File: src/rtl/sm4_dual_sched.sv
`timescale 1ns/1ps
// Shares one pipelined SM4 core between two requesters: round-robin issue, in-order result routing, key-change sequencing.
// Latency: 1 cycle handshake->CORE_DAT_VALID_o, 1 cycle CORE_DAT_READY_i->RSPn_VALID_o.
// Backpressure: REQn_READY_o low when MAX_INFLIGHT outstanding or a key change is pending; results are never stalled.
// Optional: define SM4_SCHED_STATS_EN for saturating per-requester issue counters on STAT0_o/STAT1_o.
module sm4_dual_sched #(
    parameter int MAX_INFLIGHT  = 32,
    parameter int KEYEXP_CYCLES = 40
) (
    input  logic         CLK_i,
    input  logic         RST_i,
    input  logic [127:0] KEY_i,
    input  logic         KEY_VALID_i,
    output logic         KEY_BUSY_o,
    input  logic [127:0] REQ0_DAT_i,
    input  logic         REQ0_VALID_i,
    output logic         REQ0_READY_o,
    input  logic [127:0] REQ1_DAT_i,
    input  logic         REQ1_VALID_i,
    output logic         REQ1_READY_o,
    output logic [127:0] RSP0_DAT_o,
    output logic         RSP0_VALID_o,
    output logic [127:0] RSP1_DAT_o,
    output logic         RSP1_VALID_o,
    output logic [127:0] CORE_MK_o,
    output logic         CORE_MK_VALID_o,
    output logic [127:0] CORE_DAT_o,
    output logic         CORE_DAT_VALID_o,
    input  logic [127:0] CORE_DAT_i,
    input  logic         CORE_DAT_READY_i,
    output logic         ERR_o,
    output logic [15:0]  STAT0_o,
    output logic [15:0]  STAT1_o
);
    localparam int AW = $clog2(MAX_INFLIGHT);
    localparam int CW = $clog2(KEYEXP_CYCLES + 1);
    localparam logic [AW:0]   INF_MAX  = (AW+1)'(MAX_INFLIGHT);
    localparam logic [AW:0]   INF_ONE  = (AW+1)'(1);
    localparam logic [AW-1:0] PTR_ONE  = AW'(1);
    localparam logic [CW-1:0] CNT_LOAD = CW'(KEYEXP_CYCLES);
    localparam logic [CW-1:0] CNT_ONE  = CW'(1);

    typedef enum logic [2:0] {S_IDLE, S_KEYLOAD, S_KEYWAIT, S_RUN, S_DRAIN} state_t;

    state_t              state, state_nxt;
    logic                key_latch;
    logic [127:0]        key_q;
    logic [CW-1:0]       wait_cnt;
    logic [AW:0]         inflight;
    logic [AW-1:0]       wr_ptr, rd_ptr;
    logic [MAX_INFLIGHT-1:0] tag_mem;
    logic                last_grant;
    logic                fifo_empty, issue_ok, grant0, grant1;
    logic                push, pop, push_id, pop_id;
    logic [127:0]        push_dat;

    assign fifo_empty = (inflight == '0);
    // A pop in the same cycle deliberately does not free a slot for issue.
    assign issue_ok   = (state == S_RUN) && !KEY_VALID_i && (inflight < INF_MAX);
    // Requester 1 wins when alone or when requester 0 was served last.
    assign grant1     = REQ1_VALID_i && (!REQ0_VALID_i || !last_grant);
    assign grant0     = REQ0_VALID_i && !grant1;
    assign REQ0_READY_o = issue_ok && grant0;
    assign REQ1_READY_o = issue_ok && grant1;
    assign push       = REQ0_READY_o || REQ1_READY_o;
    assign push_id    = REQ1_READY_o;
    assign push_dat   = REQ1_READY_o ? REQ1_DAT_i : REQ0_DAT_i;
    assign pop        = CORE_DAT_READY_i && !fifo_empty;
    assign pop_id     = tag_mem[rd_ptr];

    assign KEY_BUSY_o      = (state != S_RUN);
    assign CORE_MK_VALID_o = (state == S_KEYLOAD);
    assign CORE_MK_o       = key_q;

    // State register.
    always_ff @(posedge CLK_i) begin
        if (RST_i) state <= S_IDLE;
        else       state <= state_nxt;
    end

    // Next-state logic and key latch enable.
    always_comb begin
        state_nxt = state;
        key_latch = 1'b0;
        unique case (state)
            S_IDLE: begin
                if (KEY_VALID_i) begin
                    key_latch = 1'b1;
                    state_nxt = S_KEYLOAD;
                end
            end
            S_KEYLOAD: state_nxt = S_KEYWAIT;
            // Counter reaches zero on the edge that leaves KEYWAIT.
            S_KEYWAIT: if (wait_cnt == CNT_ONE) state_nxt = S_RUN;
            S_RUN: begin
                if (KEY_VALID_i) begin
                    key_latch = 1'b1;
                    state_nxt = fifo_empty ? S_KEYLOAD : S_DRAIN;
                end
            end
            S_DRAIN: if (fifo_empty) state_nxt = S_KEYLOAD;
            default: state_nxt = S_IDLE;
        endcase
    end

    // Master key capture and key-expansion wait counter.
    always_ff @(posedge CLK_i) begin
        if (RST_i) begin
            key_q    <= '0;
            wait_cnt <= '0;
        end else begin
            if (key_latch) key_q <= KEY_i;
            if (state == S_KEYLOAD)      wait_cnt <= CNT_LOAD;
            else if (state == S_KEYWAIT) wait_cnt <= wait_cnt - CNT_ONE;
        end
    end

    // Tag FIFO pointers and in-flight count.
    always_ff @(posedge CLK_i) begin
        if (RST_i) begin
            wr_ptr   <= '0;
            rd_ptr   <= '0;
            inflight <= '0;
        end else begin
            if (push) wr_ptr <= wr_ptr + PTR_ONE;
            if (pop)  rd_ptr <= rd_ptr + PTR_ONE;
            unique case ({push, pop})
                2'b10:   inflight <= inflight + INF_ONE;
                2'b01:   inflight <= inflight - INF_ONE;
                default: ;
            endcase
        end
    end

    // Tag storage; contents are meaningless once the pointers are cleared.
    always_ff @(posedge CLK_i) begin
        if (push) tag_mem[wr_ptr] <= push_id;
    end

    // Issue register toward the core and round-robin history.
    always_ff @(posedge CLK_i) begin
        if (RST_i) begin
            CORE_DAT_o       <= '0;
            CORE_DAT_VALID_o <= 1'b0;
            last_grant       <= 1'b1;
        end else begin
            CORE_DAT_VALID_o <= push;
            if (push) begin
                CORE_DAT_o <= push_dat;
                last_grant <= push_id;
            end
        end
    end

    // Return routing by popped tag; sticky error on result with no tag.
    always_ff @(posedge CLK_i) begin
        if (RST_i) begin
            RSP0_DAT_o   <= '0;
            RSP1_DAT_o   <= '0;
            RSP0_VALID_o <= 1'b0;
            RSP1_VALID_o <= 1'b0;
            ERR_o        <= 1'b0;
        end else begin
            RSP0_VALID_o <= pop && !pop_id;
            RSP1_VALID_o <= pop && pop_id;
            if (pop && !pop_id) RSP0_DAT_o <= CORE_DAT_i;
            if (pop && pop_id)  RSP1_DAT_o <= CORE_DAT_i;
            if (CORE_DAT_READY_i && fifo_empty) ERR_o <= 1'b1;
        end
    end

`ifdef SM4_SCHED_STATS_EN
    logic [15:0] stat0_q, stat1_q;

    // Saturating per-requester handshake counters.
    always_ff @(posedge CLK_i) begin
        if (RST_i) begin
            stat0_q <= '0;
            stat1_q <= '0;
        end else begin
            if (REQ0_READY_o && stat0_q != 16'hFFFF) stat0_q <= stat0_q + 16'd1;
            if (REQ1_READY_o && stat1_q != 16'hFFFF) stat1_q <= stat1_q + 16'd1;
        end
    end

    assign STAT0_o = stat0_q;
    assign STAT1_o = stat1_q;
`else
    assign STAT0_o = '0;
    assign STAT1_o = '0;
`endif

endmodule
File: config.mk
export PLATFORM = sky130hd
export DESIGN_NAME = sm4_dual_sched
export DESIGN_NICKNAME = d
export VERILOG_FILES = /design/src/rtl/sm4_dual_sched.sv
export SDC_FILE = /design/constraint.sdc
export NUM_CORES = 1
export LEC_CHECK = 0
export ABC_AREA = 0
export CORE_AREA = 2 2 418 420
export DETAILED_ROUTE_END_ITERATION = 10
export DIE_AREA = 0 0 420 422
export HOLD_SLACK_MARGIN = 0.05
export PLACE_DENSITY = 0.44
export SLEW_MARGIN = 0
export SYNTH_ARGS = -nofsm -noshare
export SYNTH_HDL_FRONTEND = slang
export SYNTH_SLANG_ARGS = --single-unit
File: constraint.sdc
create_clock -name CLK_i -period 4.9 [get_ports CLK_i]
set_input_delay 0.49 -clock CLK_i [delete_from_list [all_inputs] [get_ports CLK_i]]
set_output_delay 0.49 -clock CLK_i [all_outputs]
set_load 0.02 [all_outputs]
== Word level (Yosys, flattened, before mapping) ==
Cells that the tools add are included.
Storage, ports and cells
  flip-flop bits (word level): 574
  input port bits: 518
  output and inout bits: 552
  logic and storage cells: 80
Cells by class
  add/sub/neg operators: 5
  $lt $le $gt $ge: 4
  eq/ne operators: 12
  multiplexer cells: 17
  reductions and logical operators: 26
Operator list (count)
  two-way mux 128 bit: 1
  bitwise mux 32 bit: 1
  two-way mux 3 bit: 5
  case mux 3 bit (5 select lines): 1
  less-than comparator 5 x 6 -> 1 bit (second input constant): 2
  two-way mux 6 bit: 2
  case mux 6 bit (2 select lines): 1
  subtractor 6 x 1 -> 6 bit (second input constant): 2
  logical AND 1 bit: 11
  adder 5 x 1 -> 5 bit (second input constant): 2
  != test 2 bit (second input constant): 4
  adder 6 x 1 -> 6 bit (second input constant): 1
  equality test 3 x 2 -> 1 bit (second input constant): 2
  equality test 6 x 1 -> 1 bit (second input constant): 1
  logical NOT 1 bit: 6
  logical NOT 6 bit: 1
  less-than comparator 6 bit (second input constant): 1
  binary-select mux 1 bit (select 5 bit): 1
  demux 1 bit (select 5 bit): 1
  greater-or-equal comparator 5 x 1 -> 1 bit (second input constant): 1
  two-way mux 1 bit: 4
  AND reduction 4 bit: 1
  nonzero test 2 bit: 2
  OR reduction 2 bit: 2
  other kinds (7): 8

== Longest topological paths before layout ==
Gate-level depths: netlist of the first run.
  word-level depth: 9
  gate-level depth with buffers: 16
  depth with buffers taken out: 13

== Worst setup path before layout of the first run ==
OpenSTA, ideal clock, no wires.
  kind: flip-flop to flip-flop
  start point: register state[1]
  end point: register inflight[4]
  setup time: 0.116 ns
  arrival time: 3.014 ns
  required time: 4.784 ns
  slack: 1.770 ns
  cell stages (with the launch flop): 16
  buffers on the path: 3
  period minus slack after synthesis: 3.130 ns
  cell sequence: dfxtp_1 > and2_1 > nor4b_2 > o21a_1 > buf_2 > buf_2 > inv_1 > ha_1 > clkbuf_1 > xor2_1 > ha_1 > a21o_1 > a21o_1 > a22oi_1 > o21ai_0 > a31o_2
Between the ends
  word-level cells in the longest chain between the ends: 7
  elaborated cells on any way between the ends: 10
  those cells by class: eq/ne: 3; mux: 1; reduce/logical: 6
Ends and longest elaborated chain
  start: declaration: RTL line 45  | state_t state, state_nxt;
  start signal: assignment: RTL line 78  | else state <= state_nxt;
  equality test 3 x 2 -> 1 bit *: RTL line 59  | assign issue_ok = (state == S_RUN) && !KEY_VALID_i && (inflight < INF_MAX);
  logical AND 1 bit * (2 in series): RTL line 59
  logical AND 1 bit, on equally long branches: RTL line 63, 64
  logical OR 1 bit *: RTL line 65  | assign push = REQ0_READY_o || REQ1_READY_o;
  equality test 2 x 1 -> 1 bit or equality test 2 bit (tied branches): RTL line 127  | unique case ({push, pop})
  case mux 6 bit (2 select lines) or nonzero test 2 bit (tied branches)
  end signal: assignment: RTL line 128  | 2'b10: inflight <= inflight + INF_ONE;
  end signal: assignment: RTL line 129  | 2'b01: inflight <= inflight - INF_ONE;
  end: declaration: RTL line 49  | logic [AW:0] inflight;
Every way passes the cells marked *; elsewhere a longest branch is shown, timed or not.
A chain may end at the register's enable or synchronous reset.

== Final worst setup path of the first run ==
  start point: register state[1]
  end point: output port REQ1_READY_o
Between the ends
  word-level cells in the longest chain between the ends: 4
Ends and longest elaborated chain
  equality test 3 x 2 -> 1 bit: RTL line 59
  logical AND 1 bit (2 in series): RTL line 59
  logical AND 1 bit: RTL line 64  | assign REQ1_READY_o = issue_ok && grant1;
  end: declaration: RTL line 20  | output logic REQ1_READY_o,
No other way between the ends.

==> results_dict.tcl, run 1 <==
set metrics [dict create \
    syn_inst 2585 \
    layout-drive-gt1-share 0.0487 \
    hold_path_class "primary input to flop" \
    critical_path_class "flop to output port" \
    slowest_stage "clkdlybuf4s50_1" \
    core_area_um2 173000 \
    yosysUniqueCellTypes 55 \
    mappedNetlistArea_um2 23700 \
    fp-row-count 153 \
    finalSetupViolCount 0 \
    antenna_left 0 \
    slew_headroom 0.317 \
    worstMarginPinSlew_ps 1030 \
    via_count 21300 \
    antenna_found_initial 18 \
    cts_setup_buffers 0 \
    critPathLaunch "state[1]" \
    dr.pass1.iters 5 \
    cts_tree "yes" \
    grt_pass1_vias 21100 \
    status "complete, no violations" \
    start_util 0.137 \
    path_max_fanout 21 \
    grt_max_degree 182 \
    die_area_um2 177000 \
    gr-total-overflow 0 \
    async_flop_share 0 \
    synth_area_leader_cell "dfxtp_1" \
    drc 0 \
    wirelength_mm 104 \
    grt_first_pass_wirelength_mm 148 \
    clkLatencyLatePin_ps 700 \
    whs_ps 343 \
    cts.clk_slew.worst_paths_ps 60 \
    tns_ps 0 \
    cts_made_buffers 77 \
    synth_adder_area_share 0.00528 \
    cp-end-kind "output port" \
    p_leak_nw 13.9 \
    cts.sinks 574 \
    grt_usage 0.112 \
    synth-edff-count 32 \
    drtIter0Drc 917 \
    io_pins 1070 \
    nets 4062 \
    timing.fmax_mhz 278 \
    synth_compound_area_frac 0.0879 \
    placed_cells 5780 \
    synth-xor-area-share 0.00554 \
    numPortBuffers 1037 \
    maxCapViolCount 0 \
    cp-start-kind "flop" \
    cts_root_buf "clkbuf_16" \
    instances_no_fill 5921 \
    max_stage_delay_ps 680 \
    power.density_nw_per_um2 312 \
    yosysTopAreaCellShare 0.458 \
    die_w_um 420 \
    hold_viol_final 0 \
    period_needed_ps 3590 \
    path_buf_inv 3 \
    cts_hold_buf 0 \
    rsz0062_at_grt "no" \
    ys_seq_elements 574 \
    max-vdd-ir-drop_mv 0.222 \
    yosys.area_share.simple 0.230 \
    crit_family "buffers and inverters" \
    crit_arrival_ps 3100 \
    fin_skew_ps 64.3 \
    critPathRequiredTime_ps 4410 \
    syn_to_final_growth_pct 64.0 \
    crit_chain "and2_1, nor4b_2, buf_4, nand3_4, inv_4, clkdlybuf4s50_1" \
    syn_area_per_cell_um2 9.17 \
    die_h_um 422 \
    hold_start "RST_i" \
    post_cts_resized 0 \
    synth_top_family_by_area "simple AND/OR/NAND/NOR gates" \
    synthFlopType "dfxtp_1" \
    vias_per_cell 3.59 \
    htree_levels 3 \
    avgRoutedWirePerCell_um 17.6 \
    ys.warnings.count 0 \
    ys_seq_area_frac 0.498 \
    dpl.hpwl_mm 77.5 \
    slew_viol_final 0 \
    synth_area_leaders "dfxtp_1 46%, mux2i_1 12%, nand2b_1 10%" \
    r2r-start "state[1]" \
    synth.mux.area_fraction 0.116 \
    clockBufferDepth 3 \
    gp_congestion 0.874 \
    post-route-period-util 0.733 \
]
==> sequential cells by signal (all words and copies together), names as in the netlist, 3 cells and up <==
name        count
rd_ptr          5
inflight        6
RSP1_DAT_o    128
wr_ptr          5
tag_mem        32
CORE_DAT_o    128
state           3
wait_cnt        6
CORE_MK_o     128
RSP0_DAT_o    128
==> synthesized netlist by cell type (18+ instances only) <==
cell type / count
a21oi_1: 147
a311oi_1: 128
buf_2: 21
buf_4: 33
buf_6: 18
clkbuf_1: 141
dfxtp_1: 542
edfxtp_1: 32
mux2i_1: 275
nand2_1: 534
nand2b_1: 390
nor2_1: 180
==> power by group <==
part	switching [mW]	internal [mW]
Sequential	0.0743	4.83
Clock	2.40	3.36
Combinational	0.710	0.756
==> through the flow <==
| stage | utilization | cell area (µm²) | setup WS [ps] | total power [mW] |
|---|---|---|---|---|
| 3_5_place_dp | 0.210 | 36300 | 1270 | 6.50 |
| 3_3_place_gp | 0.210 | 36300 | 1220 | 6.49 |
| 2_1_floorplan | - | 23800 | 1770 | 5.63 |
| 5_1_grt | 0.225 | 38900 | 1000 | 12.7 |
| 4_1_cts | 0.225 | 38900 | 1100 | 12.4 |
| 6_report | 0.225 | 38900 | 1310 | 12.1 |
==> logic make-up after synthesis <==
logic type	Yosys count
AND/OR/NAND/NOR	1154
flip-flops	574
AO/OA/AOI/OAI	307
multiplexers	275
buffers and inverters	249
XOR/XNOR	15
adder cells (fa/ha/maj)	10
other	1
==> area by class of cell <==
type	instances	area [µm²]
inverter	13	56.3
multi-input combinational	1793	10700
timing repair buffer	1075	10800
fill	18800	134000
sequential	574	11800
tap	2325	2910
clock inverter	32	405
antenna	4	10.0
clock buffer	105	2170
==> placed cells by master, fill, tap and decap left out, types with 10 or more instances in the layout <==
cell type,synthesis,layout
clkbuf_8,0,12
buf_12,0,10
nor2_1,180,180
conb_1,1,32
buf_4,33,28
edfxtp_1,32,32
nor3_1,10,10
a311oi_1,128,128
ha_1,10,10
clkbuf_1,141,15
dfxtp_1,542,542
a21oi_1,147,147
clkinv_2,0,11
clkdlybuf4s50_1,0,1036
nand2b_1,390,390
nand2_1,534,534
inv_1,12,11
mux2i_1,275,275
clkbuf_16,0,78
==> worst paths after layout <==
path	cells past startpoint	end	slack (ps)
min	2	CORE_MK_o[77]	340
min reg2reg	2	CORE_MK_o[36]	450
max reg2reg	13	inflight[4]	1450
max	6	REQ1_READY_o	1310
==> worst register-to-register path, delay by kind of cell (launching register included) <==
kind	cells	cell delay, ps
flip-flops	1	530
AO/OA/AOI/OAI	6	1100
AND/OR/NAND/NOR	2	600
adder cells (fa/ha/maj)	2	580
buffers and inverters	2	320
XOR/XNOR	1	200
==> per-layer routing <==
metal,vias to the layer above,wire [µm],GRT usage
li1,10500,-,-
met1,9949,42000,0.126
met2,679,51600,0.197
met3,140,8130,0.0378
met4,26,2490,0.0336
met5,-,160,0
No activity file was read; power rests on OpenSTA's default activity.
==> run 2: changes to the inputs <==
Settings changed: CORE_AREA 2 2 418 420 to 2 2 416 418, DIE_AREA 0 0 420 422 to 0 0 418 420, PLACE_DENSITY 0.44 to 0.45.
Clock period 4.9 ns to 3 ns, I/O delays scaled along.
==> run 2 against run 1 <==
Total power grew 62%. Largest cell class unchanged. Register-to-register slack lost 1100 ps. Count of clock-buffer cells in the layout grew 3. Critical endpoint is now RSP0_DAT_o[17].
==> results_dict.tcl, run 2 (same netlist as run 1, synthesis figures left out) <==
set metrics [dict create \
    path_max_fanout 26 \
    p_leak_nw 14.1 \
    fillers 18600 \
    layout_commonest_cell "clkdlybuf4s50_1" \
    grt_first_pass_wirelength_mm 148 \
    cts.clk_slew.worst_paths_ps 60 \
    r2r-start "rd_ptr[2]" \
    via_count 21400 \
    hold_path_class "primary input to flop" \
    worstMarginPinSlew_ps 966 \
    maxCapViolCount 0 \
    tns_ps 0 \
    finalSetupViolCount 0 \
    r2r_end "RSP0_DAT_o[17]" \
    fin_skew_ps 28.5 \
    cp-end-kind "flop" \
    drc 0 \
    nets 4108 \
    p_seq_frac 0.408 \
    cts_hold_buf 0 \
    p_total_mw 19.6 \
    multi_input_area_um2 10700 \
    cts_tree "yes" \
    register_area_um2 11800 \
    pwr-share-clk 0.468 \
    hold_end "CORE_MK_o[68]" \
    max-vdd-ir-drop_mv 0.310 \
    slew_headroom 0.356 \
    die_area_um2 176000 \
    dr.pass1.iters 5 \
    cts_made_buffers 75 \
    die_w_um 418 \
    start_util 0.139 \
    grtUsageMet2 0.199 \
    hold_start "KEY_i[68]" \
    avgRoutedWirePerCell_um 17.8 \
    cpMostUsedCell "mux2i_1" \
    hold_viol_final 0 \
    htree_levels 3 \
    clkLatencyLatePin_ps 670 \
    whs_ps 174 \
    max_stage_delay_ps 790 \
    syn_to_final_growth_pct 65.2 \
    grt_pass1_vias 21400 \
    slew_viol_final 0 \
    cp-start-kind "flop" \
    critical_path_class "flop to flop" \
    vias_per_cell 3.63 \
    fp-row-count 152 \
    p_comb_frac 0.124 \
    rsz0062_at_grt "no" \
    io_pins 1070 \
    die_h_um 420 \
    grt_usage 0.113 \
    status "complete, no violations" \
    dpl.hpwl_mm 79.3 \
    wirelength_mm 104 \
    switching_share 0.255 \
    timing.fmax_mhz 378 \
    period_needed_ps 2640 \
    grt_use_met3 0.0441 \
    drtIter0Drc 932 \
    reg2reg_slack_ps 360 \
    met1_usage 0.123 \
    slowest_stage "dfxtp_1" \
    gp_congestion 0.847 \
    core_area_um2 171000 \
    power.density_nw_per_um2 501 \
    final_cell_mix "1034 x clkdlybuf4s50_1, 542 x dfxtp_1, 534 x nand2_1, 390 x nand2b_1, 275 x mux2i_1" \
    grt_max_degree 195 \
    antenna_found_initial 21 \
    worstHoldPathCells 3 \
    reg2regPathDepth 8 \
    clockBufferDepth 3 \
    crit_chain "mux2i_1, a22oi_1, nand3_1, nand4_2, nor2_4, buf_12, buf_4, mux2i_1" \
    p_switching_mw 5.01 \
    numPortBuffers 1037 \
    placed_cells 5736 \
    crit_arrival_ps 3230 \
    grt_busiest_layer "met2" \
    post-route-period-util 0.881 \
    instances_no_fill 5875 \
    antenna_left 0 \
    critPathRequiredTime_ps 3580 \
    cts.sinks 574 \
    cts_root_buf "clkbuf_16" \
    p_int_mw 14.6 \
    layout-drive-gt1-share 0.0594 \
    gr-total-overflow 0 \
]
==> run 2: worst max-delay path by stage <==
stage,startpoint,endpoint,depth (start not counted)
floorplan,state[1],inflight[4],15
global placement,KEY_VALID_i,inflight[4],13
detailed placement,KEY_VALID_i,inflight[4],13
CTS,inflight[5],REQ1_READY_o,6
global route,rd_ptr[2],RSP0_DAT_o[17],8
finish,rd_ptr[2],RSP0_DAT_o[17],8
==> run 2: routing by layer <==
layer	up-vias	wire, µm
li1	10600	-
met1	9912	40000
met2	696	52700
met3	169	8480
met4	26	2990
met5	-	158
==> run 2: final cells by class <==
cell class	instances	area share
well taps	2233	0.0714
diodes	6	0.000383
flip-flops and latches	574	0.302
inverters	13	0.00144
repair buffers	1123	0.288
multi-input cells	1793	0.274
clock buffers	108	0.0552
clock inverters	25	0.00757
==> run 2: power groups by stage <==
stage / clock network [mW] / logic [mW] / registers, mW
finish: 9.18 / 2.44 / 8.01
global route: 9.85 / 2.62 / 8.04
CTS: 9.59 / 2.48 / 8.01
detailed placement: 0 / 2.47 / 8.18
global placement: 0 / 2.47 / 8.17
floorplan: 0 / 0.796 / 8.39
==> run 2: what timing repair did <==
action | in CTS | in global routing
setup buffers | 0 | 0
resized for setup | 2 | 0
endpoints found under the setup margin | 2 | 0
==> run 2: critical path, delay by kind of cell (launching register included) <==
family                 cells  cell delay (ps)
AOI/OAI and AO/OA          1              120
buffers and inverters      2              490
DFF                        1              790
muxes                      2              500
and+or+nand+nor            3              520
==> run 2: through the flow <==
stage	instance area (µm²)	utilization	setup slack [ps]
2_1_floorplan	23800	-	20.9
3_3_place_gp	36700	0.215	-42.4
3_5_place_dp	36700	0.215	-6.48
4_1_cts	39100	0.229	171
5_1_grt	39100	0.229	106
6_report	39200	0.229	356
